## config.mk

```make
export PLATFORM = sky130hd
export DESIGN_NAME = mc_control_fsm
export DESIGN_NICKNAME = d
export VERILOG_FILES = /design/src/rtl/mc_ctrl_pkg.sv /design/src/rtl/mc_opcode_decode.sv /design/src/rtl/mc_control_fsm.sv
export SDC_FILE = /design/constraint.sdc
export NUM_CORES = 1
export LEC_CHECK = 0
export BUFFER_PORTS_ARGS = -buffer_cell sky130_fd_sc_hd__buf_2
export CAP_MARGIN = 20
export CORE_MARGIN = 5
export CORE_UTILIZATION = 47
export CTS_CLUSTER_DIAMETER = 50
export CTS_CLUSTER_SIZE = 24
export DETAILED_ROUTE_END_ITERATION = 7
export PLACE_DENSITY = 0.77
export SETUP_SLACK_MARGIN = 0.4
export SYNTH_ARGS = -nofsm -noshare
export SYNTH_HDL_FRONTEND = slang
export SYNTH_SLANG_ARGS = --single-unit
export TNS_END_PERCENT = 5
```

## constraint.sdc

```tcl
create_clock -name clk -period 1.9 [get_ports clk]
set_clock_uncertainty 0.2 [all_clocks]
set_input_delay 0.19 -clock clk [delete_from_list [all_inputs] [get_ports clk]]
set_output_delay 0.19 -clock clk [all_outputs]
set_load 0.05 [all_outputs]
```

## src/rtl/mc_ctrl_pkg.sv

```systemverilog
// Shared types and constants for the multicycle controller: state encoding,
// opcode values, ALU control classes and the opcode-class flags.
package mc_ctrl_pkg;

  typedef enum logic [3:0] {
    ST_IDLE    = 4'd0,
    ST_FETCH   = 4'd1,
    ST_DECODE  = 4'd2,
    ST_MEMADR  = 4'd3,
    ST_MEMRD   = 4'd4,
    ST_MEMWB   = 4'd5,
    ST_MEMWR   = 4'd6,
    ST_EXEC    = 4'd7,
    ST_ALUWB   = 4'd8,
    ST_BRANCH  = 4'd9,
    ST_IEXEC   = 4'd10,
    ST_IWB     = 4'd11,
    ST_JUMP    = 4'd12,
    ST_ILLEGAL = 4'd13
  } state_t;

  localparam logic [5:0] OP_RTYPE = 6'b000000;
  localparam logic [5:0] OP_J     = 6'b000010;
  localparam logic [5:0] OP_BEQ   = 6'b000100;
  localparam logic [5:0] OP_ADDI  = 6'b001000;
  localparam logic [5:0] OP_ANDI  = 6'b001100;
  localparam logic [5:0] OP_ORI   = 6'b001101;
  localparam logic [5:0] OP_LW    = 6'b100011;
  localparam logic [5:0] OP_SW    = 6'b101011;

  localparam logic [2:0] ALU_IDLE  = 3'b000;
  localparam logic [2:0] ALU_FUNCT = 3'b010;
  localparam logic [2:0] ALU_ADD   = 3'b100;
  localparam logic [2:0] ALU_AND   = 3'b101;
  localparam logic [2:0] ALU_OR    = 3'b110;
  localparam logic [2:0] ALU_SUB   = 3'b111;

  typedef struct packed {
    logic mem;
    logic rtype;
    logic branch;
    logic imm;
    logic jump;
    logic illegal;
  } op_class_t;

endpackage

```

## src/rtl/mc_opcode_decode.sv

```systemverilog
// Combinational opcode classifier feeding the DECODE transition.
// MC_JUMP_EN: when defined, opcode 000010 classifies as jump; otherwise illegal.
module mc_opcode_decode
  import mc_ctrl_pkg::*;
(
  input  logic [5:0] opcode,
  output op_class_t  op_class
);

  always_comb begin
    op_class = '0;
    case (opcode)
      OP_LW, OP_SW:             op_class.mem    = 1'b1;
      OP_RTYPE:                 op_class.rtype  = 1'b1;
      OP_BEQ:                   op_class.branch = 1'b1;
      OP_ADDI, OP_ANDI, OP_ORI: op_class.imm    = 1'b1;
`ifdef MC_JUMP_EN
      OP_J:                     op_class.jump   = 1'b1;
`endif
      default:                  op_class.illegal = 1'b1;
    endcase
  end

endmodule

```

## src/rtl/mc_control_fsm.sv

```systemverilog
// Multicycle CPU main control FSM: Moore decode of the state into datapath
// enables/selects. MC_JUMP_EN enables the JUMP state (encoding 12).
module mc_control_fsm
  import mc_ctrl_pkg::*;
(
  input  logic       clk,
  input  logic       reset_n,
  input  logic [5:0] opcode,
  input  logic       mem_ready,
  output logic       pc_write,
  output logic       pc_write_cond,
  output logic       i_or_d,
  output logic       mem_read,
  output logic       mem_write,
  output logic       ir_write,
  output logic       mem_to_reg,
  output logic       reg_dst,
  output logic       reg_write,
  output logic       alu_src_a,
  output logic [1:0] alu_src_b,
  output logic [1:0] pc_source,
  output logic [2:0] alu_op,
  output logic [3:0] state,
  output logic       illegal_instr
);

  state_t     state_q, state_d;
  logic [5:0] opcode_q, opcode_d;
  op_class_t  op_class;

  mc_opcode_decode u_decode (
    .opcode   (opcode),
    .op_class (op_class)
  );

  // NOTE: the opcode register is reset like any other state so that a reset
  // mid-instruction leaves no stale class behind for the next instruction.
  always_ff @(posedge clk or negedge reset_n) begin
    if (!reset_n) begin
      state_q  <= ST_IDLE;
      opcode_q <= '0;
    end else begin
      // NOTE: non-blocking so every register samples the pre-edge values.
      state_q  <= state_d;
      opcode_q <= opcode_d;
    end
  end

  // Live opcode is captured on the edge leaving DECODE; later states see only opcode_q.
  assign opcode_d = (state_q == ST_DECODE) ? opcode : opcode_q;
  assign state    = state_q;

  always_comb begin
    // NOTE: every output and next-state gets a default first, so no path
    // through the case can infer a latch.
    state_d       = state_q;
    pc_write      = 1'b0;
    pc_write_cond = 1'b0;
    i_or_d        = 1'b0;
    mem_read      = 1'b0;
    mem_write     = 1'b0;
    ir_write      = 1'b0;
    mem_to_reg    = 1'b0;
    reg_dst       = 1'b0;
    reg_write     = 1'b0;
    alu_src_a     = 1'b0;
    alu_src_b     = 2'b00;
    pc_source     = 2'b00;
    alu_op        = ALU_IDLE;
    illegal_instr = 1'b0;

    case (state_q)
      ST_IDLE: state_d = ST_FETCH;

      ST_FETCH: begin
        mem_read  = 1'b1;
        alu_src_b = 2'b01;
        alu_op    = ALU_ADD;
        ir_write  = mem_ready;
        pc_write  = mem_ready;
        if (mem_ready) state_d = ST_DECODE;
      end

      ST_DECODE: begin
        alu_src_b = 2'b11;
        alu_op    = ALU_ADD;
        if (op_class.mem)         state_d = ST_MEMADR;
        else if (op_class.rtype)  state_d = ST_EXEC;
        else if (op_class.branch) state_d = ST_BRANCH;
        else if (op_class.imm)    state_d = ST_IEXEC;
`ifdef MC_JUMP_EN
        else if (op_class.jump)   state_d = ST_JUMP;
`endif
        else                      state_d = ST_ILLEGAL;
      end

      ST_MEMADR: begin
        alu_src_a = 1'b1;
        alu_src_b = 2'b10;
        alu_op    = ALU_ADD;
        state_d   = (opcode_q == OP_LW) ? ST_MEMRD : ST_MEMWR;
      end

      ST_MEMRD: begin
        mem_read = 1'b1;
        i_or_d   = 1'b1;
        if (mem_ready) state_d = ST_MEMWB;
      end

      ST_MEMWB: begin
        reg_write  = 1'b1;
        mem_to_reg = 1'b1;
        state_d    = ST_FETCH;
      end

      ST_MEMWR: begin
        mem_write = 1'b1;
        i_or_d    = 1'b1;
        if (mem_ready) state_d = ST_FETCH;
      end

      ST_EXEC: begin
        alu_src_a = 1'b1;
        alu_op    = ALU_FUNCT;
        state_d   = ST_ALUWB;
      end

      ST_ALUWB: begin
        reg_write = 1'b1;
        reg_dst   = 1'b1;
        state_d   = ST_FETCH;
      end

      ST_BRANCH: begin
        alu_src_a     = 1'b1;
        alu_op        = ALU_SUB;
        pc_write_cond = 1'b1;
        pc_source     = 2'b01;
        state_d       = ST_FETCH;
      end

      ST_IEXEC: begin
        alu_src_a = 1'b1;
        alu_src_b = 2'b10;
        case (opcode_q)
          OP_ANDI: alu_op = ALU_AND;
          OP_ORI:  alu_op = ALU_OR;
          default: alu_op = ALU_ADD;
        endcase
        state_d = ST_IWB;
      end

      ST_IWB: begin
        reg_write = 1'b1;
        state_d   = ST_FETCH;
      end

`ifdef MC_JUMP_EN
      ST_JUMP: begin
        pc_write  = 1'b1;
        pc_source = 2'b10;
        state_d   = ST_FETCH;
      end
`endif

      ST_ILLEGAL: begin
        illegal_instr = 1'b1;
        state_d       = ST_FETCH;
      end

      // Unused encodings (and JUMP when disabled) recover to FETCH.
      default: state_d = ST_FETCH;
    endcase
  end

endmodule

```

==> metrics.md, run 1 <==
| Metric | Value |
|---|---|
| Crit path max-delay family | `simple AND/OR/NAND/NOR gates` |
| Worst R2R Start | `state[0]` |
| Hold crit path type | `input pin to register` |
| CTS Buf Count | `3` |
| GR Overflow Total | `0` |
| CTS Sinks | `10` |
| R2r setup slk | `0.04 ns` |
| Status | `complete, but fails checks` |
| Reg2reg end | `opcode_q[5]` |
| Synth cell count leaders | `10 x dfrtp_1, 10 x nor2_1, 6 x mux2_2, 6 x nand2b_1` |
| Sequential fraction of the synthesis area | `31.3%` |
| Synth area leaders | `dfrtp_1 31%, mux2_2 8.5%, nand2b_1 4.7%` |
| # port buffers | `29` |
| Final worst slack | `-0.00682 ns` |
| Routed WL | `2400 um` |
| Vias | `876` |
| Tot GR Track Use | `19.4%` |
| Max-slew violations | `0` |
| Data arrival, critical path | `1.52 ns` |
| H-tree depth | `1` |
| Top cell type's share of synthesized area | `31.3%` |
| DR vias/cell | `5.92` |
| Fmax achieved | `524 MHz` |
| Core Area | `0.00156 mm2` |
| TritonCTS clock tree | `yes` |
| Boundary Pins | `31` |
| Synthesized flop and latch total | `10` |
| Cell taking the most area after synthesis | `dfrtp_1` |
| Die Y | `51.2 um` |
| Clock Latency Late Sink | `0.26 ns` |
| Avg Synthesized Cell Area | `8.49 um2` |
| Initial antenna violation count | `0` |
| Clk slew on worst S/H paths | `0.06 ns` |
| Area after DPL | `0.00111 mm2` |
| Number of flops mapped to enable cells by yosys | `0` |
| Pre-antenna DRT Iters | `6` |
| Unrepaired setup endpoints after global routing | `true` |
| WHS Path Cells | `2` |
| Post-route clock period utilization | `100%` |
| Hold Crit Start | `opcode[3]` |
| Largest net degree at the start of global routing | `12` |
| Synth Cell Area | `798 um2` |
| CTS Buffer Depth | `2` |
| CP max stage cell | `dfrtp_1` |
| Cells on worst reg2reg path | `5` |
| Predominant post-synthesis flop cell | `dfrtp_1` |
| Die footprint | `0.00262 mm2` |
| Finished layout cell area | `0.00133 mm2` |
| Row Count | `14` |
| Vias in the first global route | `868` |
| Startpoint type of the worst setup path | `register` |
| Max cap viols | `0` |
| Setup CP Type | `register to output port` |
| Post-Syn Instances | `94` |
| Syn-to-layout area delta | `66.0%` |
| CP Buf/Inv Count | `1` |
| Antenna cells | `0` |
| Routed WL per cell | `16.2 um` |
| Max FO, Critical Path | `2` |
| Violated checks | `negative setup slack` |
| Die Wd | `51.2 um` |
| Crit path time final | `1.91 ns` |
| First-pass GRT wire length | `3950 um` |
| Initial core utilization | `51.2%` |
| Routability cong. | `0.820` |
| Dpl hpwl | `1720 um` |
| Syn Nets | `103` |
| Iter 0 DRT Violations | `16` |
| Synth Warn # | `0` |
| Data required time of the critical path | `1.51 ns` |
| Final ANT Viol Nets | `0` |
| WHS Endpoint | `opcode_q[3]` |
| Largest stage delay, worst path | `0.38 ns` |
| Synth cell types | `34` |
| Worst setup EP type | `output port` |
| CTS root buffer | `clkbuf_4` |
| Layout Nets | `142` |
| Final setup viols | `1` |
| Worst hold slack | `0.0290 ns` |
| Fin. Hold Viols | `0` |
| Asr flop ratio synth | `100%` |
| DRC viols | `0` |
| Layout cells sized above 1 | `59.8%` |
| Crit path cell chain | `nand3b_1 > nor4_4 > nand2b_1 > a21oi_4 > buf_6` |
==> worst max path at each step <==
stage	from	end	slack, ns	depth (start not counted)
after CTS	state[0]	alu_op[0]	-0.03	5
after floorplan	state[0]	alu_src_b[0]	-0.05	5
final	opcode_q[5]	alu_op[0]	-0.007	5
after global routing	opcode_q[5]	alu_op[1]	-0.13	5
after detailed placement	state[0]	alu_op[0]	0.15	5
after global placement	state[1]	alu_op[1]	0.19	5
==> cells in the final DEF, fill, tap and decap left out, types with 4 or more instances in the layout <==
| cell | n |
|---|---|
| a21oi_1 | 4 |
| buf_2 | 9 |
| buf_4 | 17 |
| buf_6 | 15 |
| clkbuf_4 | 5 |
| dfrtp_1 | 6 |
| dfrtp_2 | 4 |
| mux2_2 | 4 |
| nand2_1 | 5 |
| nor2_1 | 6 |
| nor3_4 | 4 |
==> repair_timing <==
item,in CTS,in global routing
endpoints found under the setup margin,29,30
buffers inserted,5,1
resized for setup,16,36
pin swaps,2,6
endpoints found under the hold margin,10,0
hold buffers,1,0
==> layout make-up <==
class                   instances  area [um2]
inverters                       2        7.51
repair buffers                 44         367
clock buffers                   4        26.3
flip-flops and latches         10         255
well taps                      16        20.0
fillers                        81         234
multi-input cells              72         649
==> logic make-up after synthesis <==
| family | synth area share (%) |
|---|---|
| compound gates | 20.1 |
| other cells | 0.470 |
| simple gates | 29.3 |
| buf+inv | 9.25 |
| mux | 8.46 |
| xor+xnor | 1.10 |
| flops | 31.3 |
==> metrics by stage <==
step | TNS [ns] | instances | util (%) | setup WS, ns
final | -0.00682 | 148 | 85.0 | -0.00682
after global routing | -0.407 | 148 | 85.0 | -0.131
after CTS | -0.0344 | 147 | 79.2 | -0.0344
after detailed placement | 0 | 137 | 71.5 | 0.152
after global placement | 0 | 137 | 71.5 | 0.189
after floorplan | -0.126 | 94 | - | -0.0537
==> sequential cells by signal (all words and copies together) (netlist names) <==
name and count:
opcode_q 6, state 4
==> layer usage <==
| layer | vias to the layer above | part of all wire, % | GRT usage (%) |
|---|---|---|---|
| met5 | - | 0 | 0 |
| met2 | 32 | 52 | 34.8 |
| met1 | 425 | 42 | 24.3 |
| li1 | 417 | - | - |
| met3 | 2 | 5.7 | 3.20 |
| met4 | 0 | 0.33 | 4.80 |
Power of run 1 is left out: the tool's default activity adds up to more than one toggle a clock period on the data nets, which glitch-free logic cannot reach.
==> inputs of run 2 (changes only) <==
--- a/config.mk
+++ b/config.mk
@@ -8,11 +8,10 @@
 export BUFFER_PORTS_ARGS = -buffer_cell sky130_fd_sc_hd__buf_2
 export CAP_MARGIN = 20
 export CORE_MARGIN = 5
-export CORE_UTILIZATION = 47
+export CORE_UTILIZATION = 38
 export CTS_CLUSTER_DIAMETER = 50
 export CTS_CLUSTER_SIZE = 24
 export DETAILED_ROUTE_END_ITERATION = 7
-export PLACE_DENSITY = 0.77
 export SETUP_SLACK_MARGIN = 0.4
 export SYNTH_ARGS = -nofsm -noshare
 export SYNTH_HDL_FRONTEND = slang
==> constraint.sdc (replaced) <==
create_clock -name clk -period 1.98 [get_ports clk]
set_clock_uncertainty 0.2 [all_clocks]
set_input_delay 0.198 -clock clk [delete_from_list [all_inputs] [get_ports clk]]
set_output_delay 0.198 -clock clk [all_outputs]
set_load 0.05 [all_outputs]
==> run 2 against run 1 <==
Effect of this change:
- the run now ends clean
- via count decreased by 5.0%
- first-iteration DRC count decreased by 19%
- global-route usage shrank 4.1 points
- final area down 7.3%
- final cell count rose by 4.7%
- worst setup slack improved by 0.060 ns
- clock-buffer cell count unchanged
- sequential share of layout area up 1.5 points
- sequential cell count unchanged
==> metrics.md, run 2 (synthesis results as in run 1) <==
| Metric | Value |
|---|---|
| Routed WL | `2210 um (-7.8%)` |
| Reg2reg end | `opcode_q[1]` |
| Boundary Pins | `31 (unchanged)` |
| Fmax achieved | `519 MHz` |
| First-pass GRT wire length | `3940 um (-0.35%)` |
| R2r setup slk | `0.13 ns (+0.09 ns)` |
| Pre-antenna DRT Iters | `4 (-2)` |
| Row Count | `16 (+2)` |
| DP Worst Slack | `0.228 ns (+0.0767 ns)` |
| Dpl hpwl | `1790 um (+4.0%)` |
| CTS root buffer | `clkbuf_4` |
| Initial antenna violation count | `0 (unchanged)` |
| CP max stage cell | `dfrtp_2` |
| Routability cong. | `0.803 (-2.1%)` |
| Unrepaired setup endpoints after global routing | `true` |
| CTS Sinks | `10 (unchanged)` |
| Core Area | `0.00198 mm2 (+27%)` |
| Commonest non-fill, non-tap cell in the layout | `buf_2` |
| Most flops, register | `opcode_q` |
| Worst setup EP type | `output port` |
| Commonest cells after routing, fill and taps aside | `19 x buf_2, 14 x buf_4` |
| Data arrival, critical path | `1.53 ns (about the same)` |
| Routed WL per cell | `14.3 um (-12%)` |
| DRC viols | `0 (unchanged)` |
| Max cap viols | `0 (unchanged)` |
| Crit path time final | `1.93 ns` |
| Die Y | `55.8 um (+9.0%)` |
| Die Wd | `55.8 um (+9.0%)` |
| Die footprint | `0.00312 mm2 (+19%)` |
| Cells on worst reg2reg path | `5 (unchanged)` |
| Clk slew on worst S/H paths | `0.07 ns (about the same)` |
| Final setup viols | `0 (-1)` |
| DR vias/cell | `5.37 (-9.3%)` |
| Crit path cell chain | `nand2b_4 > nor4_4 > nand2b_1 > a21oi_4 > buf_6` |
| Status | `finished clean` |
| Fin. Hold Viols | `0 (unchanged)` |
| Clock Latency Late Sink | `0.27 ns (about the same)` |
| Data required time of the critical path | `1.58 ns (+0.07 ns)` |
| # port buffers | `29 (unchanged)` |
| Final ANT Viol Nets | `0 (unchanged)` |
| TritonCTS clock tree | `yes` |
| Syn-to-layout area delta | `53.9%` |
| Hold crit path type | `input pin to register` |
| Layout cells sized above 1 | `58.6% (-1.3 points)` |
| Startpoint type of the worst setup path | `register` |
| Crit path launch | `state[0]` |
| Largest net degree at the start of global routing | `14 (+2)` |
| Final worst slack | `0.0531 ns (+0.0599 ns)` |
| Worst R2R Start | `state[0]` |
| Worst setup endpoint | `alu_op[0]` |
| Iter 0 DRT Violations | `13 (-3)` |
| Vias | `832 (-5.0%)` |
| Layout Nets | `138 (-2.8%)` |
| Setup CP Type | `register to output port` |
| Vias in the first global route | `807 (-7.0%)` |
| Max-slew violations | `0 (unchanged)` |
| GR Overflow Total | `0 (unchanged)` |
| Antenna cells | `0 (unchanged)` |
| Initial core utilization | `40.3% (-11 points)` |
| Post-route clock period utilization | `97.3%` |
| Largest register FFs | `6 (unchanged)` |
| H-tree depth | `1 (unchanged)` |
| Tot GR Track Use | `15.3% (-4.1 points)` |
| Largest stage delay, worst path | `0.40 ns (+0.02 ns)` |
| CTS Buf Count | `3 (unchanged)` |
| CTS Buffer Depth | `2 (unchanged)` |
| Max FO, Critical Path | `4 (+2)` |
## run 2: cell types whose count changed in the layout (fill, tap and decap cells not counted), moves of 2 or more
cell / delta
buf_6: -12
buf_4: -3
o21ai_1: -2
mux2_2: +2
buf_2: +10
o21ai_0: +2
mux2_4: -2
## run 2: worst min path at each step
stage / slack, ns / cells past startpoint / startpoint / to
floorplan: -0.30 / 0 / reset_n / opcode_q[0]
global placement: -0.13 / 1 / reset_n / opcode_q[3]
detailed placement: -0.13 / 1 / reset_n / opcode_q[3]
CTS: 0.01 / 2 / opcode[3] / opcode_q[3]
global route: 0.04 / 2 / opcode[3] / opcode_q[3]
finish: 0.02 / 2 / opcode[3] / opcode_q[3]
## run 2: layer usage
metal	vias to the layer above	routed length (um)	global-route usage, %
met5	-	0	0
met4	0	27	4.07
met3	2	108	3.71
met2	20	1120	26.5
met1	400	957	18.9
li1	410	-	-
## run 2: stage by stage
stage / instance area (um2) / utilization (%) / hold slack (ns) / std cells / setup TNS, ns
after CTS: 1220 / 61.4 / 0.0118 / 155 / 0
after floorplan: 967 / - / -0.298 / 94 / 0
after global routing: 1230 / 62.0 / 0.0363 / 155 / -0.0683
after global placement: 1130 / 56.9 / -0.128 / 148 / 0
final: 1230 / 62.0 / 0.0243 / 155 / 0
after detailed placement: 1130 / 56.9 / -0.126 / 148 / 0
## run 2: repair_timing
action,4_1_cts,5_1_grt
buffers inserted,2,0
endpoints found under the hold margin,10,0
hold buffers,1,0
endpoints found under the setup margin,25,28
pin swaps,1,0
gates resized for setup,10,4
## run 2: area by class of cell
class,count,area [um2]
Inverter,2,7.51
Multi-Input combinational cell,72,629
Tap cell,27,33.8
Timing Repair Buffer,40,267
Fill cell,189,753
Sequential cell,10,255
Clock buffer,4,36.3
## run 2: critical path, delay by kind of cell, from the launching register on
kind | cells | cell delay [ns]
AND/OR/NAND/NOR | 3 | 0.55
buffers and inverters | 1 | 0.17
flip-flops | 1 | 0.40
AO/OA/AOI/OAI | 1 | 0.14
Power of run 2 is left out for the same reason.
